File: src/rtl/spi_master_engine_if.sv
// spi_master_engine_if: register-block <-> engine control/data bus plus the SPI pins
interface spi_master_engine_if #(parameter int DATA_W = 8);
  logic spen;
  logic cpol;
  logic cpha;
  logic lsbfe;
  logic [7:0] br;
  logic [DATA_W-1:0] tx_data;
  logic tx_valid;
  logic tx_ready;
  logic [DATA_W-1:0] rx_data;
  logic rx_valid;
  logic busy;
  logic sck;
  logic mosi;
  logic miso;
  logic ss_n;
  modport master (
    input spen, cpol, cpha, lsbfe, br, tx_data, tx_valid, miso,
    output tx_ready, rx_data, rx_valid, busy, sck, mosi, ss_n
  );
  modport slave (
    output spen, cpol, cpha, lsbfe, br, tx_data, tx_valid, miso,
    input tx_ready, rx_data, rx_valid, busy, sck, mosi, ss_n
  );
endinterface

File: src/rtl/spi_master_engine.sv
// spi_master_engine: byte-serial SPI master with programmable SCK divider and all four modes
module spi_master_engine #(parameter int DATA_W = 8) (
  input logic clk,
  input logic rst,
  spi_master_engine_if.master bus
);
  typedef enum logic [2:0] {IDLE, LEAD, XFER, TRAIL, DONE} state_t;
  localparam logic [7:0] NE = 8'(2 * DATA_W);
  state_t state, nxt;
  logic [9:0] cnt, h_q, h_m1;
  logic [10:0] h_new;
  logic [7:0] edge_cnt, e;
  logic [DATA_W-1:0] sh_tx, sh_rx, rx_q;
  logic c_cpha, c_lsb, sck_r, mosi_r;
  logic act, acc, tick, fire, samp, drive;
  logic unused_br;

  function automatic logic first_bit(input logic [DATA_W-1:0] d, input logic l);
    return l ? d[0] : d[DATA_W-1];
  endfunction

  function automatic logic [DATA_W-1:0] shifted(input logic [DATA_W-1:0] d, input logic l);
    return l ? d >> 1 : d << 1;
  endfunction

  assign unused_br = bus.br[7] ^ bus.br[3];

  // Edge bookkeeping and next-state: edge e is the SCK edge registered when the half-period expires
  always_comb begin
    h_new = ({8'd0, bus.br[6:4]} + 11'd1) << bus.br[2:0];
    h_m1 = 10'(h_new - 11'd1);
    act = state inside {LEAD, XFER, TRAIL};
    acc = state == IDLE && bus.spen && bus.tx_valid;
    tick = cnt == 10'd0;
    fire = bus.spen && tick && (state == LEAD || state == XFER);
    e = state == LEAD ? 8'd1 : edge_cnt + 8'd1;
    samp = fire && (e[0] ^ c_cpha);
    drive = fire && (c_cpha ? e[0] : (!e[0] && e < NE));
    nxt = (state != IDLE && !bus.spen) ? IDLE :
          state == IDLE  ? (acc ? LEAD : IDLE) :
          state == LEAD  ? (tick ? XFER : LEAD) :
          state == XFER  ? ((tick && e == NE) ? TRAIL : XFER) :
          state == TRAIL ? (tick ? DONE : TRAIL) : IDLE;
  end

  // State register
  always_ff @(posedge clk or posedge rst) begin
    if (rst) state <= IDLE;
    else state <= nxt;
  end

  // Divider, shift registers and latched transfer configuration
  always_ff @(posedge clk or posedge rst) begin
    if (rst) begin
      cnt <= '0;
      h_q <= '0;
      edge_cnt <= '0;
      sh_tx <= '0;
      sh_rx <= '0;
      rx_q <= '0;
      c_cpha <= 1'b0;
      c_lsb <= 1'b0;
      sck_r <= 1'b0;
      mosi_r <= 1'b0;
    end else begin
      cnt <= acc ? h_m1 : act ? (tick ? h_q : cnt - 10'd1) : cnt;
      if (acc) begin
        h_q <= h_m1;
        c_cpha <= bus.cpha;
        c_lsb <= bus.lsbfe;
        edge_cnt <= '0;
        sck_r <= bus.cpol;
        sh_rx <= '0;
        mosi_r <= !bus.cpha && first_bit(bus.tx_data, bus.lsbfe);
        sh_tx <= bus.cpha ? bus.tx_data : shifted(bus.tx_data, bus.lsbfe);
      end
      if (fire) begin
        edge_cnt <= e;
        sck_r <= ~sck_r;
      end
      if (samp) sh_rx <= c_lsb ? {bus.miso, sh_rx[DATA_W-1:1]} : {sh_rx[DATA_W-2:0], bus.miso};
      if (drive) begin
        mosi_r <= first_bit(sh_tx, c_lsb);
        sh_tx <= shifted(sh_tx, c_lsb);
      end
      if (state == TRAIL && tick && bus.spen) rx_q <= sh_rx;
    end
  end

  assign bus.busy = act;
  assign bus.ss_n = !act;
  assign bus.sck = rst ? 1'b0 : act ? sck_r : bus.cpol;
  assign bus.mosi = act & mosi_r;
  assign bus.tx_ready = !rst && state == IDLE && bus.spen;
  assign bus.rx_valid = state == DONE;
  assign bus.rx_data = rx_q;
endmodule

File: src/flat_wrapper.sv
// flat-port wrapper written by rule: the top's interface ports become plain ports
module spi_master_engine_flat 
#(parameter int DATA_W = 8)
  (clk, rst, bus_spen, bus_cpol, bus_cpha, bus_lsbfe, bus_br, bus_tx_data, bus_tx_valid, bus_miso, bus_tx_ready, bus_rx_data, bus_rx_valid, bus_busy, bus_sck, bus_mosi, bus_ss_n);
  spi_master_engine_if #(.DATA_W(DATA_W)) bus_i ();
  input logic clk;
  input logic rst;
  input wire logic [$bits(bus_i.spen)-1:0] bus_spen;
  input wire logic [$bits(bus_i.cpol)-1:0] bus_cpol;
  input wire logic [$bits(bus_i.cpha)-1:0] bus_cpha;
  input wire logic [$bits(bus_i.lsbfe)-1:0] bus_lsbfe;
  input wire logic [$bits(bus_i.br)-1:0] bus_br;
  input wire logic [$bits(bus_i.tx_data)-1:0] bus_tx_data;
  input wire logic [$bits(bus_i.tx_valid)-1:0] bus_tx_valid;
  input wire logic [$bits(bus_i.miso)-1:0] bus_miso;
  output wire logic [$bits(bus_i.tx_ready)-1:0] bus_tx_ready;
  output wire logic [$bits(bus_i.rx_data)-1:0] bus_rx_data;
  output wire logic [$bits(bus_i.rx_valid)-1:0] bus_rx_valid;
  output wire logic [$bits(bus_i.busy)-1:0] bus_busy;
  output wire logic [$bits(bus_i.sck)-1:0] bus_sck;
  output wire logic [$bits(bus_i.mosi)-1:0] bus_mosi;
  output wire logic [$bits(bus_i.ss_n)-1:0] bus_ss_n;
  assign bus_i.spen = bus_spen;
  assign bus_i.cpol = bus_cpol;
  assign bus_i.cpha = bus_cpha;
  assign bus_i.lsbfe = bus_lsbfe;
  assign bus_i.br = bus_br;
  assign bus_i.tx_data = bus_tx_data;
  assign bus_i.tx_valid = bus_tx_valid;
  assign bus_i.miso = bus_miso;
  assign bus_tx_ready = bus_i.tx_ready;
  assign bus_rx_data = bus_i.rx_data;
  assign bus_rx_valid = bus_i.rx_valid;
  assign bus_busy = bus_i.busy;
  assign bus_sck = bus_i.sck;
  assign bus_mosi = bus_i.mosi;
  assign bus_ss_n = bus_i.ss_n;
  spi_master_engine #(.DATA_W(DATA_W)) u_core (.clk(clk), .rst(rst), .bus(bus_i));
endmodule
File: config.mk
export PLATFORM = sky130hd
export DESIGN_NAME = spi_master_engine_flat
export DESIGN_NICKNAME = d
export VERILOG_FILES = /design/src/rtl/spi_master_engine_if.sv /design/src/rtl/spi_master_engine.sv /design/src/flat_wrapper.sv
export SDC_FILE = /design/constraint.sdc
export NUM_CORES = 1
export LEC_CHECK = 0
export ABC_AREA = 1
export BUFFER_PORTS_ARGS = -buffer_cell sky130_fd_sc_hd__buf_2
export CAP_MARGIN = 25
export CORE_ASPECT_RATIO = 0.8
export CORE_UTILIZATION = 40
export DETAILED_ROUTE_END_ITERATION = 8
export PLACE_DENSITY_LB_ADDON = 0.05
export REMOVE_ABC_BUFFERS = 1
export SYNTH_ARGS = -nofsm -noshare
export SYNTH_HDL_FRONTEND = slang
export SYNTH_SLANG_ARGS = --single-unit
File: constraint.sdc
create_clock -name clk -period 5.56 [get_ports clk]
set_input_delay 0.834 -clock clk [delete_from_list [all_inputs] [get_ports clk]]
set_output_delay 0.834 -clock clk [all_outputs]
set_load 0.05 [all_outputs]
======== Word-level counts from Yosys, hierarchy flattened ========
Cells that the tools add are included.
storage, ports and cells
  register bits after elaboration ......... 59
  input port bits ......................... 24
operators by class
  shift-type cells ........................ 1
  add/sub/neg operators ................... 4
  eq/ne operators ......................... 5
  bitwise gates (word level) .............. 3
  reduce and logical (&&, ||, !) cells .... 28
  order comparisons ....................... 1
  muxes and demuxes ....................... 31
operators by type and width
  kind                   number
  $mux 8                 10
  $mux 10                3
  $sub 10x1->10 const B  2
  $mux 3                 6
  $logic_and 1x1->1      14
  $mux 1                 11
  $shl 11x3->10          1
  $logic_not 10->1       1
  $add 8x1->8 const B    1
  $eq 8x5->1 const B     1
  $lt 8x5->1 const B     1
  $reduce_bool 2->1      4
  $eq 3x2->1 const B     2
  $reduce_bool 3->1      2
  $logic_not 1->1        5
  $add 3x1->4 const B    1
  $eq 3x1->1 const B     1
  $eq 3x3->1 const B     1
  $logic_not 3->1        1
  $mux 2                 1
  $and 1x1->1            1
  $logic_or 1x1->1       1
  $not 1->1              1
  $xor 1x1->1            1

======== Longest topological paths before layout ========
Gate-level depths: netlist of run 1.
  depth in word-level cells ............... 9
  gate-level depth with buffers ........... 15

======== Worst setup path before layout of run 1 ========
Ideal clock, no wire load.
  kind .................................... reg2out
  start point ............................. register u_core.state[1]
  end point ............................... output bus_sck
  stages on the path, launching flop included .. 6
  arrival time ............................ 2.693 ns
  slack ................................... 2.033 ns
  required time ........................... 4.726 ns
  cells stage by stage .................... dfrtp_1 -> nor2_1 -> inv_1 -> nand2_1 -> inv_1 -> a211oi_1
on the way
  word-level cells in the longest chain between the ends .. 4
RTL lines
  item                                      line                     source
  start, declared                           spi_master_engine.sv:9   state_t state, nxt;
  start signal, assigned                    spi_master_engine.sv:49  else state <= nxt;
  $eq 3x1->1 or $eq 3x2->1 (tied branches)  spi_master_engine.sv:32  act = state inside {LEAD, XFER, TRAIL};
  $reduce_bool 3->1 (*)                     spi_master_engine.sv:32
  via bus_busy                              flat_wrapper.sv:19       output wire logic [$bits(bus_i.busy)-1:0] bus_busy;
  $mux 1 (*) (2 in series)                  spi_master_engine.sv:92  assign bus.sck = rst ? 1'b0 : act ? sck_r : bus.cpol;
  end, declared                             flat_wrapper.sv:20       output wire logic [$bits(bus_i.sck)-1:0] bus_sck;
Mark *: on every way through the listed nets, which the timed path passes. The rest lies on a longest branch.

======== Final worst setup path of run 1 ========
  start point ............................. register u_core.state[1]
  end point ............................... output bus_sck
on the way
  word-level cells in the longest chain between the ends .. 4
RTL lines
  item                                      line
  $eq 3x1->1 or $eq 3x2->1 (tied branches)  spi_master_engine.sv:32
  $reduce_bool 3->1 (*)                     spi_master_engine.sv:32
  $mux 1 (*) (2 in series)                  spi_master_engine.sv:92
Mark *: on every way between the ends. The rest lies on a longest branch, timed or not.

==> metrics, run 1 <==
critical path launch point u_core.state[1]; dpl hpwl around 6300 µm; Layout Skew 0.00680 ns; CORE AREA ~9100 µm²; critical path type register to output port; Tcrit/Tclk final 48.5%; status complete, no violations; initial antenna violation count 0; Max Cap Violations 0; met2 Usage GRT between 20% and 30%; Mapped Cells ~530; fraction of the mapped netlist area in compound gates 14.5%; Clk Latency, worst-skew pair 0.33 ns; VDD IR max 179 µV; die area 9730 µm²; GR Util met1 29.2%; Data required, critical path 4.73 ns; mean post-synth cell area 7.04 µm²; PwrDens 332 nW/µm²; Hold Worst Slack 0.471 ns; grt peak-use layer met2; DR iter-0 viols 155; Worst Setup End Kind output port; setup TNS 0 ns; Sink Count 59; final hold vios 0; Core Rows 31; GP Congestion ~0.84; final global-route overflow total 0; RR Startpoint u_core.cnt[0]; Yosys top cell by area dfrtp_1; synthesized flop and latch total just under 60; Root Buffer clkbuf_16; CTS Hold Bufs 0; minimum clock period 2.70 ns; first-pass GRT wire length 15,000 µm; Seq/Total Area, Yosys 39.5%; Antenna Diode Count 0; fin util around 48%; Critical Path Fanout Max 7; HP Start u_core.bus.rx_data[0]; largest family of logic cells by synthesized area simple AND/OR/NAND/NOR gates; Routed Antenna Nets 0; Worst Hold Class register to register; final setup fails 0; clk buf depth 2; CTS H-tree depth 3; post-cts sizing count 0; clock buffer count from CTS 9; share of cells above drive strength 1 13.0%; Ports 38; top cell type's share of synthesized area 39.5%; Post-Place Worst Slack about 2.8 ns; Synth warnings 0; area of the mapped netlist approximately 3700 µm²; WL final 8910 µm; number of global-route vias before repair 3,194; CTS tree built; Worst-Margin Slew 0.777 ns; Worst Slack Setup Final 2.86 ns; Starting Density 41.2%; RSZ-0062 raised after global routing no; met3 Track Usage GR 4.42%; Peak Freq 371 MHz; Arr. time, crit path 1.86 ns; CTS clk-pin slew, worst paths 0.06 ns; Unique masters post-synth 34; die height 88.4 µm; max-slew violations 0; Remaining DRCs 0; Area Overhead vs Synth 16.0%; Rel. slew slack 48.2%; pin count of the biggest net entering global routing 60; DRT Pass-1 Iters 4; overall power 1.44 mW; Port Buffers 35; Vias/cell 5.04; DR WL/cell between 10 and 15 µm; Synth area leaders dfrtp_1 (40%), nand2_1 (16%), nand3_1 (7.0%); Synth Area in Adders 1.34%; Synth Area in Simple Gates 33.3%; Startpoint Class register; Reg2Reg Setup Slack between 3 and 4 ns; via count 3,460; Die X 110 µm; static leakage 2.24 nW; aggregate global-route resource usage 20.1%; multiplexer share of the synthesized area less than 1%; fin nets between 500 and 600; Post-Synth XOR/XNOR Area approximately 2.3%; Setup Fix Bufs, Post-CTS 0
[power breakdown]
part | leakage, nW | switching, mW | total, mW | internal (mW)
clock | 0.155 | 0.204 | 0.608 | 0.404
sequential | 0.760 | 0.0515 | 0.541 | 0.489
combinational | 1.32 | 0.188 | 0.288 | 0.100
total | 2.24 | 0.443 | 1.44 | 0.993
[path summary, 6_finish.rpt]
path / end / depth (start not counted)
worst max register to register: u_core.sh_tx[2] / 13
min in group asynchronous: u_core.state[1] / 3
max in group asynchronous: u_core.sh_tx[7] / 3
worst min register to register: u_core.bus.rx_data[0] / 2
worst max-delay path: bus_sck / 6
worst min-delay path: u_core.bus.rx_data[0] / 2
[cell type report]
| cell class | count | area, µm² |
|---|---|---|
| inverters | 69 | 264 |
| repair buffers | 37 | 190 |
| flip-flops and latches | 59 | 1480 |
| multi-input cells | 390 | 1930 |
| fillers | 961 | 4740 |
| clock inverters | 6 | 88.8 |
| clock buffers | 10 | 239 |
| well taps | 115 | 144 |
[sequential cells by signal, summed over array words and instances (netlist names)]
signal / cells
u_core.cnt: 10
u_core.h_q: 10
u_core.bus.rx_data: 8
u_core.edge_cnt: 8
u_core.sh_rx: 8
u_core.sh_tx: 8
u_core.state: 3
u_core.c_cpha: 1
u_core.c_lsb: 1
u_core.mosi_r: 1
u_core.sck_r: 1
[cells in the mapped netlist (all sizes together)]
master	count
o211ai	10
nand2	161
a22oi	2
xnor2	2
mux2i	1
xor2	8
a21oi	16
o32ai	2
a31oi	2
a211oi	1
dfrtp	59
nor2	46
inv	68
o21ai	59
buf	3
or2	1
nand3	57
nand3b	1
o22ai	3
ha	4
nor3b	1
nand4	9
clkbuf	10
nor3	4
clkinv	1
[per-stage QoR]
stage               cells  instance area (µm²)
global route          686                 4330
global placement      670                 4010
CTS                   686                 4330
finish                686                 4330
detailed placement    670                 4010
floorplan             518                 3670
[cell families (layout without fill, tap and decap cells)]
kind of cell	count (synthesis)	after routing
flops	59	59
compound gates	95	95
buf+inv	82	122
mux	1	1
xor+xnor	10	10
fa+ha+maj	4	4
simple gates	280	280
[cells in the final DEF, fill, tap and decap left out, types with 3 or more instances in the layout]
cell type	n
nand2_1	158
inv_1	65
dfrtp_1	59
nand3_1	52
o21ai_0	51
nor2_1	43
buf_2	35
a21oi_1	16
o211ai_1	10
nand4_1	9
clkbuf_16	9
xor2_1	8
o21ai_2	5
nor3_1	4
ha_1	4
inv_2	3
nand3_4	3
nor2_4	3
o22ai_1	3
o21ai_1	3
[routing by layer]
layer  up-vias  share of wire (%)
met4         0               0.93
met1      1577                 53
li1       1805                  -
met2        71                 42
met5         -                  0
met3         7                4.5
[worst max-delay path, stage by stage (launching register included)]
cell	delay, ns
dfrtp_1	0.41
nor2_1	0.17
inv_1	0.07
nand2_1	0.22
inv_1	0.15
a211oi_1	0.21
buf_2	0.29
No activity file was read; power rests on OpenSTA's default activity.
==> run 2: changes to the inputs <==
clock period = 2.5 ns   (was 5.56 ns; I/O delays follow)
==> metrics, run 2 (same netlist as run 1, synthesis figures left out) <==
status complete, no violations; Seq pwr share 36.6%; Ports 38; via count 3,456; Die X 110 µm; critical path type register to register; Layout Skew 0.00350 ns; met3 wire len 293 µm; number of global-route vias before repair 3,155; Starting Density 41.2%; max-slew violations 0; combinational share of power 20.0%; Clk Latency, worst-skew pair ~0.33 ns; Peak Freq 465 MHz; Startpoint Class register; share of cells above drive strength 1 13.7%; Antenna Diode Count 0; minimum clock period 2.15 ns; Regs by FF count u_core.cnt: 10 flops, u_core.h_q: 10 flops; Core Rows 31; Max Cap Violations 0; final setup fails 0; post-cts sizing count 0; Data required, critical path 2.70 ns; aggregate global-route resource usage 20.1%; Finished Layout Cells 692; CTS Hold Bufs 0; final hold vios 0; RR Startpoint u_core.cnt[0]; Sink Count 59; commonest non-fill, non-tap cell in the layout nand2_1; CTS H-tree depth 3; RSZ-0062 raised after global routing no; Vias/cell 4.99; Worst-Margin Slew 0.694 ns; setup TNS 0 ns; met2 wire len 3480 µm; most frequent cells in the layout nand2_1 (158), inv_1 (65), dfrtp_1 (59); Top Metal Used met4; die area between 9000 and 10,000 µm²; first-pass GRT wire length 14,900 µm; Worst Hold Class input pin to async pin; Tcrit/Tclk final between 80% and 90%; Port Buffers 35; post-route cell area 4410 µm²; DR iter-0 viols 166; Root Buffer clkbuf_16; initial antenna violation count 0; static leakage 2.29 nW; Net Switching a little under 1 mW; DR WL/cell 12.7 µm; CTS clk-pin slew, worst paths 0.05 ns; Critical Path Sink u_core.cnt[4]; worst reg2reg endpoint u_core.cnt[4]; GP Congestion 0.845; die height 88.4 µm; Area Overhead vs Synth 17.9%; final global-route overflow total 0; Rel. slew slack 53.7%; Critical Path Fanout Max 9; fin nets 600; Inst Count DP 676; Remaining DRCs 0; CORE AREA about 9000 µm²; dpl hpwl 6440 µm; clock share of power 43.4%; Placed Area 4060 µm²; CTS tree built; clock buffer count from CTS 9; VDD IR max 411 µV; Sw Share 29.4%; Setup Fix Bufs, Post-CTS 0; R2R cell count 12; DRT Pass-1 Iters 5; Routed Antenna Nets 0; WL final 8770 µm; pin count of the biggest net entering global routing 33; critical path launch point u_core.cnt[0]; Worst Setup End Kind register; WL met1 4900 µm; PwrDens 746 nW/µm²; Arr. time, crit path 2.35 ns; internal power around 2.3 mW; clk buf depth 2; Reg2Reg Setup Slack ~0.35 ns
[run 2: cell count changes in the layout (fill, tap and decap cells not counted), sizes merged]
cell      change
bufinv        +1
clkinvlp      -2
clkbuf        +1
buf           +6
[run 2: power by group through the flow]
| stage | clock network (mW) | logic (mW) | registers [mW] |
|---|---|---|---|
| floorplan | 0 | 0.491 | 1.18 |
| global placement | 0 | 0.647 | 1.21 |
| detailed placement | 0 | 0.658 | 1.21 |
| CTS | 1.45 | 0.662 | 1.20 |
| global route | 1.49 | 0.760 | 1.22 |
| finish | 1.43 | 0.658 | 1.20 |
[run 2: routing by layer]
metal  GRT usage [%]  up-vias
met5               0        -
met4            6.18        0
met3            4.79        8
met2            28.4       56
met1            29.9     1571
li1                -     1821
[run 2: stage by stage]
step	setup slack [ns]	total power, mW	utilization, %	hold slack, ns
floorplan	-0.568	1.67	-	0.439
global placement	0.210	1.86	44.8	0.455
detailed placement	0.175	1.87	44.8	0.457
CTS	0.316	3.32	48.5	0.154
global route	0.0737	3.48	48.5	0.192
finish	0.347	3.29	48.5	0.144
[run 2: layout make-up]
cell class	count	area (µm²)
well taps	115	144
clock inverters	5	100
fillers	950	4670
inverters	69	264
flip-flops and latches	59	1480
repair buffers	43	248
clock buffers	11	243
multi-input cells	390	1930
[run 2: worst max-delay path, cell delays in order, from the launching register on]
cell,delay [ns]
dfrtp_1,0.38
inv_1,0.13
ha_1,0.25
nand3_4,0.12
nor2_4,0.11
nand3_2,0.10
nor2_4,0.15
nand3_4,0.09
buf_4,0.18
nand2_1,0.18
o21ai_0,0.12
a21oi_1,0.14
a22oi_1,0.07
[run 2: worst min-delay path by stage]
stage	to	startpoint
floorplan	u_core.h_q[6]	u_core.h_q[6]
global placement	u_core.h_q[6]	u_core.h_q[6]
detailed placement	u_core.h_q[6]	u_core.h_q[6]
CTS	u_core.h_q[7]	rst
global route	u_core.cnt[8]	rst
finish	u_core.h_q[7]	rst
==> run 3: changes to the inputs <==
ABC_AREA = default   (was 1)
==> metrics, run 3 <==
status finished, violations left; violated checks design-rule violations; Post-synth top cells nand2_1 (79), dfrtp_1 (59), nor2_1 (41); Worst-Margin Slew around 0.77 ns; Setup Fix Bufs, Post-CTS 0; CTS clk-pin slew, worst paths 0.05 ns; pin count of the biggest net entering global routing 60; critical path type register to register; CTS H-tree depth 3; Remaining DRCs 2; Sink Count 59; Area Overhead vs Synth 18.2%; Port Buffers 35; number of global-route vias before repair 3,092; fin nets 534; commonest non-fill, non-tap cell in the layout nand2_1; clk buf depth 2; WL final between 9000 and 10,000 µm; die height 90.1 µm; VDD IR max 301 µV; first-pass GRT wire length 16,300 µm; Async SR Flop Fraction 100%; Startpoint Class register; worst reg2reg endpoint u_core.mosi_r; aggregate global-route resource usage 20.4%; Post-synth EDFFs 0; minimum clock period 2.21 ns; fin util 49.7%; Critical Path Fanout Max 9; die area 10,100 µm²; share of cells above drive strength 1 18.6%; Clk Latency, worst-skew pair 0.33 ns; Worst Hold Class input pin to async pin; Peak Freq 453 MHz; Seq/Total Area, Yosys between 30% and 40%; Antenna Diode Count 0; area of the mapped netlist 3880 µm²; via count ~3,500; CORE AREA 9230 µm²; static leakage 2.00 nW; Regs by FF count u_core.cnt: 10 flops, u_core.h_q: 10 flops; Tcrit/Tclk final 88.4%; Routed Antenna Nets 0; CTS tree built; GP Congestion 0.816; Synth warnings 0; Starting Density between 40 and 50%; Post-Place Worst Slack 0.0329 ns; Core Rows 31; clock buffer count from CTS 9; most frequent cells in the layout nand2_1 (79), dfrtp_1 (59), nor2_1 (41); Max Cap Violations 0; Layout Skew 0.00888 ns; Arr. time, crit path approximately 2.5 ns; final global-route overflow total 0; critical path launch point u_core.edge_cnt[1]; Ports 38; DRT Pass-1 Iters 6; Unique masters post-synth 62; most frequent cell after synthesis nand2_1; Placed Area between 4000 and 5000 µm²; Reg2Reg Setup Slack 0.29 ns; RR Startpoint u_core.edge_cnt[1]; Worst Slack Setup Final 0.290 ns; Inst Count DP roughly 600; final hold vios 0; max-slew violations 0; Data required, critical path 2.74 ns; dpl hpwl around 6600 µm; mean post-synth cell area 8.32 µm²; Die X around 110 µm; top cell type's share of synthesized area between 30% and 40%; final setup fails 0; PwrDens 694 nW/µm²; Vias/cell 5.54; Worst Setup End Kind register; Critical Path Sink u_core.mosi_r; Root Buffer clkbuf_16; top_reg_cell synth dfrtp_1; initial antenna violation count 0; DR WL/cell 15.2 µm; synthesized flop and latch total 59; RSZ-0062 raised after global routing no; post-route cell area 4590 µm²; Finished Layout Cells 625; Rel. slew slack 48.7%; R2R cell count 8; Yosys top cell by area dfrtp_1; Mapped Cells 467; DR iter-0 viols 213; Synth area leaders dfrtp_1 (38%), nand2_1 (7.6%), mux2i_1 (5.9%)
[run 3: changes by cell type in the layout (fill, tap and decap cells not counted), sizes merged, moves of 13 or more]
cell and change:
buf +13, nand3 -41, inv -56, o21ai -25
mux2i +22, nand2 -81, a21oi +20
[run 3: worst min-delay path by stage]
stage / cells past startpoint / start / endpoint / slack, ns
floorplan: 2 / u_core.h_q[0] / u_core.h_q[0] / 0.44
global placement: 2 / u_core.bus.rx_data[0] / u_core.bus.rx_data[0] / 0.45
detailed placement: 2 / u_core.bus.rx_data[2] / u_core.bus.rx_data[2] / 0.45
CTS: 2 / bus_cpol / u_core.sck_r / 0.29
global route: 2 / bus_cpol / u_core.sck_r / 0.32
finish: 3 / rst / u_core.cnt[4] / 0.28
[run 3: final cells by class]
class,instances,area [µm²]
clock buffer,11,253
fill,887,4640
multi-input combinational,367,2220
clock inverter,4,97.6
tap,115,144
inverter,13,48.8
sequential,59,1480
timing repair buffer,56,345
[run 3: timing repair]
action | CTS | global route
gates resized for setup | 0 | 1
endpoints found under the setup margin | 0 | 1
hold buffers | 0 | 0
[run 3: per-stage QoR]
stage / power [mW] / TNS, ns / hold WS (ns)
floorplan: 1.55 / -0.155 / 0.445
finish: 3.18 / 0 / 0.278
CTS: 3.21 / 0 / 0.293
detailed placement: 1.74 / 0 / 0.451
global route: 3.34 / 0 / 0.320
global placement: 1.73 / 0 / 0.448
[run 3: logic make-up (layout without fill, tap and decap cells)]
group	after synthesis	count (layout)	share of synthesized area (%)
AND/OR/NAND/NOR	200	200	24.9
adder cells (fa/ha/maj)	4	4	1.29
AO/OA/AOI/OAI	120	120	19.9
flip-flops	59	59	38.0
XOR/XNOR	11	11	2.48
multiplexers	32	32	8.54
buffers and inverters	41	84	4.83
[run 3: worst max-delay path, cell delays in order (launching register included)]
cell     delay [ns]
dfrtp_1        0.43
ha_1           0.28
a311o_1        0.36
o21ai_0        0.07
a22oi_1        0.13
o31ai_2        0.30
and2_1         0.21
buf_12         0.14
mux2i_1        0.19
[run 3: per-layer routing]
layer | track usage, % | wire length [µm] | vias to the layer above
met5 | 0 | 0 | -
met4 | 6.44 | 94 | 0
li1 | - | - | 1741
met3 | 3.91 | 381 | 8
met2 | 26.8 | 3720 | 74
met1 | 32.6 | 5300 | 1637
[run 3: report_power, final]
part	leakage [nW]	internal [mW]	switching [mW]	total [mW]
sequential	0.754	1.07	0.122	1.19
combinational	1.08	0.235	0.305	0.539
clock	0.168	1.02	0.432	1.45
total	2.00	2.33	0.858	3.18
